**config.mk**
```make
export PLATFORM = sky130hd
export DESIGN_NAME = adc_sample_seq
export DESIGN_NICKNAME = d
export VERILOG_FILES = /design/src/rtl/adc_sample_seq.sv
export SDC_FILE = /design/constraint.sdc
export NUM_CORES = 1
export LEC_CHECK = 0
export CAP_MARGIN = 20
export CORE_MARGIN = 2
export CORE_UTILIZATION = 40
export CTS_BUF_LIST = sky130_fd_sc_hd__clkbuf_4
export DETAILED_ROUTE_END_ITERATION = 10
export HOLD_SLACK_MARGIN = 0.15
export PLACE_DENSITY = 0.67
export SLEW_MARGIN = 25
export SYNTH_ARGS = -nofsm -noshare
export SYNTH_HDL_FRONTEND = slang
export SYNTH_SLANG_ARGS = --single-unit
```
**constraint.sdc**
```tcl
create_clock -name s_clk -period 4.37 [get_ports s_clk]
set_input_delay 0.874 -clock s_clk [delete_from_list [all_inputs] [get_ports s_clk]]
set_output_delay 0.874 -clock s_clk [all_outputs]
set_load 0.02 [all_outputs]
```
**src/rtl/adc_sample_seq.sv**
```systemverilog
// Periodic conversion sequencer for the serial ADC controller.
// Averages 2^AVG_LOG2 samples per batch and tracks min/max, timeout and overrun.
module adc_sample_seq #(
  parameter int AVG_LOG2    = 3,
  parameter int TRIG_PERIOD = 5000,
  parameter int TIMEOUT     = 4000
) (
  input  logic       s_clk,
  input  logic       s_rst,
  input  logic       run,
  output logic       adc_en,
  input  logic [7:0] dout,
  input  logic       con_ok,
  output logic [7:0] avg_data,
  output logic [7:0] min_data,
  output logic [7:0] max_data,
  output logic       avg_vld,
  output logic       timeout_err,
  output logic       ovr_err,
  input  logic       err_clr
);

  localparam int CW = (TRIG_PERIOD > 2) ? $clog2(TRIG_PERIOD) : 1;
  localparam int TW = (TIMEOUT > 2) ? $clog2(TIMEOUT) : 1;
  localparam int AW = 8 + AVG_LOG2;

  localparam logic [CW-1:0]       P_LAST = CW'(TRIG_PERIOD - 1);
  localparam logic [TW-1:0]       T_LAST = TW'(TIMEOUT - 2);
  localparam logic [AVG_LOG2-1:0] N_LAST = '1;

  typedef enum logic [1:0] {
    IDLE,
    WAIT_TICK,
    START,
    WAIT_CONV
  } state_t;

  state_t st, nxt;

  logic [CW-1:0]       cnt;
  logic [TW-1:0]       tcnt;
  logic [AW-1:0]       acc;
  logic [AW-1:0]       sum;
  logic [AVG_LOG2-1:0] n;
  logic [7:0]          mn, mx;
  logic [7:0]          mn_new, mx_new;
  logic                tick, t_hit;
  logic                take, flush, set_to, set_ovr;

  assign tick   = (cnt == P_LAST);
  assign t_hit  = (tcnt == T_LAST);
  assign adc_en = (st == START);
  assign sum    = acc + AW'(dout);
  assign mn_new = (dout < mn) ? dout : mn;
  assign mx_new = (dout > mx) ? dout : mx;

  always_comb begin
    nxt     = st;
    take    = 1'b0;
    flush   = 1'b0;
    set_to  = 1'b0;
    set_ovr = 1'b0;
    unique case (st)
      IDLE: begin
        if (run) nxt = WAIT_TICK;
      end
      WAIT_TICK: begin
        if (tick) nxt = START;
      end
      START: begin
        set_ovr = tick;
        nxt     = WAIT_CONV;
      end
      WAIT_CONV: begin
        set_ovr = tick;
        if (con_ok) begin
          take = 1'b1;
          nxt  = WAIT_TICK;
        end else if (t_hit) begin
          set_to = 1'b1;
          flush  = 1'b1;
          nxt    = WAIT_TICK;
        end
      end
      default: nxt = IDLE;
    endcase
    // Dropping run abandons the batch, even on a completing sample.
    if (st != IDLE && !run) begin
      nxt   = IDLE;
      take  = 1'b0;
      flush = 1'b1;
    end
  end

  always_ff @(posedge s_clk) begin
    if (s_rst) begin
      st          <= IDLE;
      cnt         <= '0;
      tcnt        <= '0;
      acc         <= '0;
      n           <= '0;
      mn          <= 8'hFF;
      mx          <= 8'h00;
      avg_data    <= '0;
      min_data    <= '0;
      max_data    <= '0;
      avg_vld     <= 1'b0;
      timeout_err <= 1'b0;
      ovr_err     <= 1'b0;
    end else begin
      st      <= nxt;
      avg_vld <= 1'b0;
      if (st == IDLE || tick) cnt <= '0;
      else cnt <= cnt + CW'(1);
      if (st == START) tcnt <= '0;
      else if (st == WAIT_CONV) tcnt <= tcnt + TW'(1);
      if (flush) begin
        acc <= '0;
        n   <= '0;
        mn  <= 8'hFF;
        mx  <= 8'h00;
      end else if (take) begin
        if (n == N_LAST) begin
          avg_vld  <= 1'b1;
          avg_data <= sum[AW-1:AVG_LOG2];
          min_data <= mn_new;
          max_data <= mx_new;
          acc      <= '0;
          n        <= '0;
          mn       <= 8'hFF;
          mx       <= 8'h00;
        end else begin
          acc <= sum;
          n   <= n + AVG_LOG2'(1);
          mn  <= mn_new;
          mx  <= mx_new;
        end
      end
      timeout_err <= set_to | (timeout_err & ~err_clr);
      ovr_err     <= set_ovr | (ovr_err & ~err_clr);
    end
  end

endmodule

```
==> results.toml <==
[logic_synthesis]
muxShareOfSynthArea_pct = 0.446
synthCells = 495
yosys.area_share.simple_pct = 21.2
synth_async_sr_flop_share_pct = 0
yosysTopAreaCell = "dfxtp_1"
synth_compound_area_share_pct = 22.2
ys_top_cells_by_area = "dfxtp_1 37%, ha_1 8.9%, nor2_1 5.8%, a2111oi_0 3.1%, a21oi_1 2.9%"
syn-mean-instance-area_um2 = 9.08
synth_xor_area_share_pct = 4.68
synthTopCellsByCount = "84 x dfxtp_1, 69 x nor2_1, 32 x ha_1"
yosys.area.top_type_share_pct = 37.4
synth_warnings = 0
yosysMostFrequentCell = "dfxtp_1"
ys_seq_elements = 84
syn-num-nets = 541
yosys.cell_types.count = 72
synth-seq-area-share_pct = 37.4
synthAdderAreaFrac_pct = 9.36
synth_area_um2 = 4490
synth_top_family_by_area = "compound AO/OA/AOI/OAI gates"
synth-edff-count = 0
synth_ff_type = "dfxtp_1"

[floorplanning]
die_y_um = 110
io_pins = 41
rows = 38
dieWidth_um = 110
coreArea_um2 = 10900
start_util_pct = 41.3
die-area_um2 = 12100

[global_route]
globalRouteTotalUtil_pct = 18.5
grt_max_degree = 33
grt_pass1_wl_um = 17400
overflow = 0
grt_pass1_vias = 3661
antenna_found_initial = 1

[detailed_routing]
detail-route-antenna-nets = 0
dr_total_vias = 3836
drtIter0Drc = 280
firstDrtPassIters = 4
wl_per_cell_um = 15.6
vias_per_cell = 5.62
post-route-drc-count = 0
wirelength_um = 10600

[cells_and_area]
postLayoutCoreUtil_pct = 47.6
design_area_um2 = 5180
fillerInstances = 1036
nets = 582
layout-drive-gt1-share_pct = 8.32
areaGrowthSynthToFinish_pct = 15.4

[clock_network]
clockBufferDepth = 2
worst_skew_pair.late_latency_ns = 0.45
htreeDepth = 3
post_cts_resized = 0
cts.clk_slew.worst_paths_ns = 0.13
post-cts-setup-buffer-count = 0
cts-root-buf = "clkbuf_4"
clock_sinks = 84
hold_buffers = 0
numCtsBuffers = 9
cts_tree = "yes"

[worst_setup_path]
end_kind = "register"
crit_path_cell_trace = "clkdlybuf4s50_1 > ha_1 > inv_1 > fa_1 > and2b_1 > o31ai_1 > a21o_1 > or4_1 > a31oi_1"
critPathArrivalTime_ns = 3.52
critical_path_class = "primary input to register"
crit_slowest_cell = "clkdlybuf4s50_1"
path_delay_family = "simple AND/OR/NAND/NOR gates"
cp_num_buf_inv = 2
cp_slowest_stage_delay_ns = 0.66
crit_path_start_kind = "primary input"
cp.required_ns = 4.75
crit_fanout = 7

[sta]
tightest_slew_ns = 0.849
fmax_mhz = 319
finalCriticalPeriod_ns = 3.14
finalCritPeriodShare_pct = 71.8
fin_hold_ws_ns = 0.460
grt_setup_unrepaired = "false"
setup-violations-final = 0
relSlewSlack_pct = 43.2
fin_worst_skew_ns = 0.0138
fin_setup_tns_ns = 0
finalMaxSlewViolations = 0
hold_violations = 0

[placed_design]
hpwl_um = 7700
post_dp_cell_area_um2 = 5020
gp_congestion = 0.901
numPortBuffers = 40

[power]
p_leak_nw = 1.92
ir_drop_v = 0.000131
p_per_area_nw_per_um2 = 300

[job]
max_cap_violations = 0

[hold_path]
min_path_type = "register to register"

[outcome]
status = "complete, no violations"
[kinds of logic (layout without fill, tap and decap cells)]
| kind of cell | count (synthesis) | count (layout) |
|---|---|---|
| AND/OR/NAND/NOR | 179 | 179 |
| flip-flops | 84 | 84 |
| XOR/XNOR | 24 | 24 |
| buffers and inverters | 46 | 92 |
| multiplexers | 2 | 2 |
| AO/OA/AOI/OAI | 127 | 127 |
| other | 0 | 1 |
| adder cells (fa/ha/maj) | 33 | 33 |
[report_power, final]
group | switching (mW) | internal [mW] | leakage (nW)
Sequential | 0.0167 | 0.784 | 0.677
Combinational | 0.151 | 0.0940 | 1.16
Clock | 0.280 | 0.230 | 0.0854
[placed cells by master, fill, tap and decap left out, types with 11 or more instances in the layout]
cell type and n:
xnor2_1 12, xor2_1 12, dfxtp_1 84, nor2_1 69, clkdlybuf4s50_1 40, o21ai_0 17
nand3_1 17, inv_1 26, a2111oi_0 16, ha_1 32, nor4_1 11, nand2_1 23
a21oi_1 26
[registers in the layout, summed over array words and instances (netlist names)]
register	cells
avg_data	8
cnt	13
tcnt	12
avg_vld	1
st	2
acc	11
timeout_err	1
min_data	8
max_data	8
ovr_err	1
mn	8
mx	8
n	3
[routing by layer]
metal | global-route usage [%] | wire length [um] | vias up
met2 | 30.2 | 5030 | 90
met4 | 8.68 | 222 | 0
met5 | 0 | 0 | -
li1 | - | - | 1917
met3 | 3.82 | 475 | 23
met1 | 23.4 | 4920 | 1806
[through the flow]
stage | power [mW] | setup slack, ns | std cells
finish | 1.56 | 1.23 | 682
global route | 1.62 | 1.12 | 682
CTS | 1.57 | 1.27 | 681
detailed placement | 1.06 | 0.810 | 665
global placement | 1.05 | 0.883 | 665
floorplan | 0.995 | 1.71 | 495
[final timing paths]
| kind | start | to | slack [ns] | depth (start not counted) |
|---|---|---|---|---|
| worst max-delay path | dout[0] | acc[10]$_SDFFE_PP0P_ | 1.23 | 9 |
| worst min-delay path | cnt[0]$_SDFF_PP0_ | cnt[0]$_SDFF_PP0_ | 0.46 | 1 |
| worst max register to register | st[1]$_SDFFE_PP0P_ | max_data[1]$_SDFFE_PP0P_ | 1.57 | 5 |
| worst min register to register | cnt[0]$_SDFF_PP0_ | cnt[0]$_SDFF_PP0_ | 0.46 | 1 |
[worst register-to-register path: stages, from the launching register on]
cell       delay, ns
dfxtp_1         0.41
ha_1            0.41
o211ai_2        0.45
or2_1           0.63
a2111oi_0       0.68
nor4_1          0.10
[area by class of cell]
class                           count  area (um2)  share of cell area [%]
Inverter                           27         101                    1.96
Antenna cell                        1        2.50                  0.0483
Multi-Input combinational cell    365        2600                    50.1
Sequential cell                    84        1680                    32.4
Timing Repair Buffer               49         468                    9.03
Tap cell                          140         175                    3.38
Clock inverter                      7        90.1                    1.74
Clock buffer                        9        67.6                    1.30
No activity file was read; power rests on OpenSTA's default activity.
